===== config.mk =====
export PLATFORM = sky130hd
export DESIGN_NAME = risc_control_datapath
export DESIGN_NICKNAME = d
export VERILOG_FILES = /design/src/rtl/risc_control_datapath.sv
export SDC_FILE = /design/constraint.sdc
export NUM_CORES = 1
export LEC_CHECK = 0
export ABC_AREA = 1
export BUFFER_PORTS_ARGS = -buffer_cell sky130_fd_sc_hd__buf_2
export CAP_MARGIN = 20
export CORE_MARGIN = 10
export CORE_UTILIZATION = 50
export CTS_BUF_LIST = sky130_fd_sc_hd__clkbuf_2 sky130_fd_sc_hd__clkbuf_4 sky130_fd_sc_hd__clkbuf_8
export DETAILED_ROUTE_END_ITERATION = 8
export PLACE_DENSITY = 0.73
export SYNTH_ARGS = -nofsm -noshare
export SYNTH_HDL_FRONTEND = slang
export SYNTH_SLANG_ARGS = --single-unit

===== constraint.sdc =====
create_clock -name clk -period 3.6 [get_ports clk]
set_input_delay 0.18 -clock clk [delete_from_list [all_inputs] [get_ports clk]]
set_output_delay 0.18 -clock clk [all_outputs]
set_load 0.005 [all_outputs]

===== src/rtl/risc_control_datapath.sv =====
// risc_control_datapath: ALU, branch comparator and six-state multi-cycle control sequencer.
// Ports: clk/rst (async active-high); opcode, imm_value, RSout, RTout, inst_addr in;
//        ALUout, BEQout, branch_addr, eight control strobes, one-hot S and T out.
module risc_control_datapath (
    input  logic        clk,
    input  logic        rst,
    input  logic [5:0]  opcode,
    input  logic [15:0] imm_value,
    input  logic [31:0] RSout,
    input  logic [31:0] RTout,
    input  logic [31:0] inst_addr,
    output logic [31:0] ALUout,
    output logic        BEQout,
    output logic [31:0] branch_addr,
    output logic        InstRead,
    output logic        incPC,
    output logic        ldIR,
    output logic        ldPC,
    output logic        MemRead,
    output logic        MemWrite,
    output logic        RegRead,
    output logic        RegWrite,
    output logic [0:7]  S,
    output logic [0:7]  T
);
    typedef enum logic [2:0] {S_FETCH, S_LOAD, S_DECODE, S_EXEC, S_MEM, S_WB} state_t;
    state_t      r_state, w_next;
    logic [0:7]  r_t, w_t;
    logic [31:0] w_sext;
    logic [5:0]  w_funct;
    assign w_sext      = {{16{imm_value[15]}}, imm_value};
    assign w_funct     = imm_value[5:0];
    assign BEQout      = RSout == RTout;
    assign branch_addr = inst_addr + w_sext;
    assign S           = 8'h80 >> r_state;
    assign T           = r_t;
    always_comb begin
        w_t = 8'b0000_0100;
        case (opcode)
            6'd0:  w_t = 8'b1000_0000;
            6'd8:  w_t = 8'b0100_0000;
            6'd35: w_t = 8'b0010_0000;
            6'd43: w_t = 8'b0001_0000;
            6'd4:  w_t = 8'b0000_1000;
            default: ;
        endcase
    end
    always_comb begin
        ALUout = '0;
        case (opcode)
            6'd0: case (w_funct)
                6'h22:   ALUout = RSout - RTout;
                6'h24:   ALUout = RSout & RTout;
                6'h25:   ALUout = RSout | RTout;
                6'h2A:   ALUout = {31'b0, $signed(RSout) < $signed(RTout)};
                default: ALUout = RSout + RTout;
            endcase
            6'd8, 6'd35, 6'd43: ALUout = RSout + w_sext;
            6'd4:    ALUout = RSout - RTout;
            default: ;
        endcase
    end
    // T latches on the edge leaving LOAD, i.e. entering DECODE
    always_ff @(posedge clk or posedge rst) begin
        if (rst) begin
            r_state <= S_FETCH;
            r_t     <= '0;
        end else begin
            r_state <= w_next;
            if (r_state == S_LOAD) r_t <= w_t;
        end
    end
    // Async reset holds the state in FETCH, so only InstRead needs explicit rst gating
    always_comb begin
        w_next   = S_FETCH;
        InstRead = 1'b0;
        incPC    = 1'b0;
        ldIR     = 1'b0;
        ldPC     = 1'b0;
        MemRead  = 1'b0;
        MemWrite = 1'b0;
        RegRead  = 1'b0;
        RegWrite = 1'b0;
        case (r_state)
            S_FETCH: begin
                w_next   = S_LOAD;
                InstRead = ~rst;
            end
            S_LOAD: begin
                w_next = S_DECODE;
                ldIR   = 1'b1;
                incPC  = 1'b1;
            end
            S_DECODE: begin
                w_next  = S_EXEC;
                RegRead = 1'b1;
            end
            S_EXEC: begin
                w_next  = S_MEM;
                RegRead = 1'b1;
                ldPC    = r_t[4] & BEQout;
            end
            S_MEM: begin
                w_next   = S_WB;
                RegRead  = 1'b1;
                MemRead  = r_t[2];
                MemWrite = r_t[3];
            end
            S_WB: begin
                w_next   = S_FETCH;
                RegRead  = 1'b1;
                RegWrite = r_t[0] | r_t[1] | r_t[2];
            end
            default: w_next = S_FETCH;
        endcase
    end
endmodule


==> impl_results.md, run 1 <==
- Outcome: finished with violations
- Failing checks: design-rule violations
- Wire per inst: 18.42 um
- FMAX: 354.5 MHz
- Post-layout min period: 2.821 ns
- Post-synthesis sequential area ratio: 0.02080
- M3 GR Usage: 0.06531
- CTS clk-pin slew, worst paths: 0.05 ns
- WL final: 47060 um
- WP data required: 3.42 ns
- Iter 0 DRT Violations: 1503
- FP Rows: 53
- Synth Register Bits: 9
- Total track usage: 0.3153
- Leakage: 0.007140 uW
- Antenna violations before repair: 3
- Io pins: 209
- Hold_ws: 0.2909 ns
- Effective utilization at floorplan: 0.5119
- Vias after detailed routing: 14.46k
- Drt pass-1 iters: 9
- Largest net degree at the start of global routing: 33
- Place WS: 0.8193 ns
- Kind of start point of the critical path: primary input
- Crit path capture type: output pin
- Slew headroom: 0.5193
- Final hold viol count: 0
- Met2 Usage GRT: 0.5287
- Layout Nets: 2562
- DP Cell Count: 2549
- Peak supply drop: 98.35 uV
- Met1 GRT Util: 0.4007
- Worst-Margin Slew: 0.7145 ns
- Vias in the first global route: 13.66k
- Synth area leaders: nand2_1 (22%), ha_1 (18%), inv_1 (13%)
- Combinational group share of total power: 0.889
- Internal Pwr Total: 779.5 uW
- Grt ovf: 0
- Overall power: 2036 uW
- Netlist cell types: 45
- Die area: 27940 um2
- H-tree depth: 1
- Setup slack, reg-to-reg: 1.85 ns
- Syn Std Cell Area: 10830 um2
- R2R cell count: 4
- Synth top area share: 0.2194
- PD cells: 168.1 nW/um2
- Top_reg_cell synth: dfrtp_1
- Yosys top cell by area: nand2_1
- Area Growth Syn to Fin: 11.87%
- IO Port Bufs: 206
- Final period utilization: 0.7835
- Dpl hpwl: 40840 um
- Core ar.: 21150 um2
- Top-count cell post-synth: nand2_1
- Die Span Y: 167.2 um
- DRT antenna net count: 0
- # setup viols final: 0
- DR vias/cell: 5.659
- WS Path Type: in -> out
- Psw: 1257 uW
- Layout Cells excl Fill: 2555
- Sw Ratio: 0.6172
- Bufs on Longest Clock Path: 2
- Share of power burned in registers: 0.051
- Layout cells sized above 1: 0.1027
- Min-Delay Path Class: in -> reg
- Die W: 167.2 um
- Min-delay src: opcode[4]
- Final setup margin: 0.7793 ns
- Synth Warn #: 0
- CTS tree: yes
- Post-CTS setup buffer count: 0
- Hold Path Sink: T[1]
- Crit-path max FO: 28
- Busiest metal layer after global routing: met2
- Clock power share: 0.061
- DRC: 2
- Num CTS Buffers: 3
- Reg2Reg Launch Point: r_state[0]
- Maxcap violations: 0
- FF-to-FF End: T[5]
- Post-synth EDFFs: 0
- Synthesized instance count: 2099
- Fin. max-slew vios: 0
- Avg Cell Area, Syn: 5.159 um2
- RSZ-0062 raised after global routing: false
- Root Driver: clkbuf_8
- Hold path cells: 4
- First-pass GRT wire length: 72500 um
- Clock sink total: 9
- Worst skew pair latency: 0.24 ns
- Synth cell count leaders: nand2_1 (633), inv_1 (386), nor2_1 (206)
- Critical path data arrival time: 2.64 ns
- Setup TNS: 0 ns
- FFs w/ async S/R, synth: 1.000
- Routability Congestion: 1.103
- Clock skew: 0.001944 ns
## flip-flops by register name, summed over array words and instances (netlist names)
signal / count
r_state: 3
T: 6
## layout make-up
type	instances	area, um2
Timing Repair Buffer	216	1109
Clock inverter	1	5.005
Clock buffer	3	41.29
Fill cell	2307	9041
Multi-Input combinational cell	1662	8930
Sequential cell	9	225.2
Inverter	388	1456
Antenna cell	1	2.502
Tap cell	275	344.1
## critical path: stages
cell and delay [ns]:
buf_2 0.53, ha_1 0.37, nand2_1 0.11, nor2_1 0.35, nand2_1 0.24, nor2_1 0.14, nand2_1 0.14, nand2_1 0.10
nand2_1 0.05, nand3_1 0.13, nand2_1 0.07, inv_1 0.05, nand2_1 0.04, buf_2 0.12
## metal layers
layer	up-vias	wire length [um]
met3	111	5240
met4	6	1423
met5	-	34
li1	7062	-
met2	781	21000
met1	6499	19360
## cell families after synthesis
logic type / Yosys count / synth area share
AOI/OAI and AO/OA: 338 / 0.1687
DFF: 9 / 0.02080
and+or+nand+nor: 1113 / 0.4269
buffers and inverters: 429 / 0.1553
adders and majority gates: 162 / 0.1900
other: 1 / 0.0003463
xor gates and xnor gates: 47 / 0.03802
## per-stage QoR
stage	util	cell area, um2
2_1_floorplan	-	10830
3_3_place_gp	0.5698	12050
3_5_place_dp	0.5698	12050
4_1_cts	0.5725	12110
5_1_grt	0.5725	12110
6_report	0.5726	12110
## worst max path at each step
| stage | start | endpoint | slack [ns] | depth (start not counted) |
|---|---|---|---|---|
| after floorplan | imm_value[0] | branch_addr[20] | 1.67 | 11 |
| after detailed placement | imm_value[15] | ALUout[30] | 0.82 | 14 |
| after global placement | imm_value[15] | ALUout[30] | 0.77 | 14 |
| after global routing | imm_value[15] | ALUout[30] | 0.51 | 14 |
| after CTS | imm_value[15] | ALUout[30] | 0.81 | 14 |
| final | imm_value[15] | ALUout[30] | 0.78 | 14 |
## placed cells by master (no fill, tap or decap), drive strengths merged, types with 15 or more instances in the layout
cell	n
nand4	24
xnor2	15
xor2	32
nor3	36
ha	158
o21ai	117
nand2	633
inv	388
buf	215
a21oi	167
nor2	207
nand3	186
## what timing repair did
action | 4_1_cts | 5_1_grt
hold buffers | 1 | 0
gates resized for setup | 0 | 0
endpoints found under the hold margin | 9 | 0
## power by group through the flow
stage | logic, uW | clock network [uW] | registers (uW)
floorplan | 1160 | 0 | 105
global placement | 1730 | 0 | 105
detailed placement | 1750 | 0 | 105
CTS | 1760 | 125 | 103
global route | 2000 | 131 | 103
finish | 1810 | 124 | 103
Note: power is estimated with default switching activity, not from simulation.
==> run 2: changes to the inputs <==
==> constraint.sdc (replaced) <==
create_clock -name clk -period 2.6 [get_ports clk]
set_input_delay 0.13 -clock clk [delete_from_list [all_inputs] [get_ports clk]]
set_output_delay 0.13 -clock clk [all_outputs]
set_load 0.005 [all_outputs]
==> run 2 against run 1 <==
Net effect:
- the run now ends clean
- critical path depth increased by 1
- clock-buffer cell count unchanged
- largest power group unchanged
- critical path type unchanged
- die area unchanged
- utilization increased by 2.2 points
- cell count increased by 2.0%
==> impl_results.md, run 2 (synthesized netlist as in run 1, its figures left out) <==
- Slew headroom: 0.5878
- Antenna violations before repair: 8
- Outcome: complete, no violations
- Layout Nets: 2610
- Worst-Margin Slew: 0.6135 ns
- H-tree depth: 1
- Psw: 1776 uW
- FMAX: 404.7 MHz
- Wire per inst: 18.61 um
- PD cells: 233.3 nW/um2
- # setup viols final: 0
- CP top delay family: simple AND/OR/NAND/NOR gates
- Area of the multi-input gates: 9005 um2
- Post-layout min period: 2.471 ns
- IO Port Bufs: 206
- Slowest stage delay, CP: 0.37 ns
- WS Path Type: in -> out
- Drt pass-1 iters: 6
- CP most frequent cell: nand2_1
- Clock power share: 0.057
- Internal Pwr Total: 1158 uW
- Leakage: 0.007375 uW
- Core ar.: 21150 um2
- RSZ-0062 raised after global routing: true
- Iter 0 DRT Violations: 1816
- Critical path data arrival time: 2.34 ns
- Die area: 27940 um2
- Kind of start point of the critical path: primary input
- Root Driver: clkbuf_8
- First-pass GRT wire length: 74440 um
- Number of cells on the critical path: 15
- WP data required: 2.47 ns
- Final period utilization: 0.9505
- FP Rows: 53
- WL final: 48470 um
- Peak supply drop: 163.6 uV
- Grt ovf: 0
- Final hold viol count: 0
- Bufs on Longest Clock Path: 2
- Clock sink total: 9
- WP buf/inv: 5
- Max reg flops: 6
- Num CTS Buffers: 3
- Effective utilization at floorplan: 0.5119
- CTS clk-pin slew, worst paths: 0.05 ns
- Area Growth Syn to Fin: 16.17%
- Sw Ratio: 0.6054
- Hold path cells: 4
- Setup TNS: 0 ns
- Register area: 225.2 um2
- Io pins: 209
- DRT antenna net count: 0
- R2R cell count: 3
- Worst skew pair latency: 0.24 ns
- Maxcap violations: 0
- DRC: 0
- Hold_ws: 0.2504 ns
- Fin. max-slew vios: 0
- Crit-path max FO: 5
- Routability Congestion: 1.083
- Cell Chain, Critical Path: buf_2, inv_1, ha_1, inv_1, nand2_1, nor2_1, nand2_1, inv_1, nand2_1, nand2_1, o21ai_0, a21oi_1, nor2_1, nand2_1, buf_2
- Slowest cell on crit path: ha_1
- Total track usage: 0.3240
- Most common cell after layout, fill and taps aside: nand2_1
- Die Span Y: 167.2 um
- Dpl hpwl: 41950 um
- Crit path capture type: output pin
- Min-Delay Path Class: in -> reg
- Vias in the first global route: 13.91k
- Layout cells sized above 1: 0.1311
- DR vias/cell: 5.702
- Vias after detailed routing: 14.85k
- Share of power burned in registers: 0.049
- Most frequent cells in the layout: nand2_1 (631), inv_1 (386), buf_2 (206)
- Largest net degree at the start of global routing: 28
- Die W: 167.2 um
- Combinational group share of total power: 0.894
- # fillers: 2269
- Clock skew: 0.003774 ns
- CTS tree: yes
-- run 2: cell types whose count changed in the layout (fill, tap and decap cells not counted), moves of 3 or more --
| cell | delta |
|---|---|
| buf_4 | +46 |
| nor2_1 | -7 |
| ha_1 | -6 |
| ha_2 | +6 |
| nor2_2 | +6 |
| nand3_1 | -3 |
| nand3_2 | +3 |
-- run 2: worst register-to-register path, cell delays in order (launching register included) --
cell and delay [ns]:
dfrtp_1 0.42, nor3_1 0.54, inv_1 0.33, o31ai_1 0.30
-- run 2: metal layers --
layer  vias up  routed length (um)  global-route usage
met5         -                  71                   0
met4        10                1712              0.1007
met3       154                5888             0.06835
met2       904               21590              0.5294
met1      6629               19210              0.4166
li1       7156                   -                   -
-- run 2: what timing repair did --
action,in CTS,in global routing
setup buffers,0,1
gates resized for setup,0,26
hold endpoints to repair,9,0
hold buffers,1,0
setup endpoints to repair,0,18
-- run 2: final timing paths --
check	from	end	slack (ns)
max reg2reg	r_state[2]	T[5]	0.92
max in group asynchronous	rst	r_state[1]	1.89
min in group asynchronous	rst	r_state[2]	0.43
min	opcode[4]	T[3]	0.25
max	RSout[15]	ALUout[17]	0.13
min reg2reg	T[5]	T[5]	0.49
-- run 2: cell type report --
class | instances | area share
inverter | 388 | 0.1158
clock buffer | 3 | 0.003283
clock inverter | 1 | 0.0003979
tap | 275 | 0.02736
antenna | 3 | 0.0005968
timing repair buffer | 264 | 0.1188
sequential | 9 | 0.01791
multi-input combinational | 1662 | 0.7159
-- run 2: power by group through the flow --
stage | registers (uW) | clock network, uW | logic (uW)
4_1_cts | 143 | 170 | 2520
3_5_place_dp | 145 | 0 | 2510
5_1_grt | 143 | 177 | 2890
2_1_floorplan | 145 | 0 | 1610
6_report | 143 | 169 | 2620
3_3_place_gp | 145 | 0 | 2500
-- run 2: per-stage QoR --
stage                     area [um2]  power, uW  setup WS, ns  instances    util
after detailed placement       12430       2654       0.09074       2596  0.5877
final                          12580       2934        0.1288       2605  0.5946
after global placement         12430       2641        0.1134       2596  0.5877
after CTS                      12490       2837       0.08394       2601  0.5903
after global routing           12580       3209     -0.005977       2605  0.5946
after floorplan                10830       1753        0.7691       2100       -
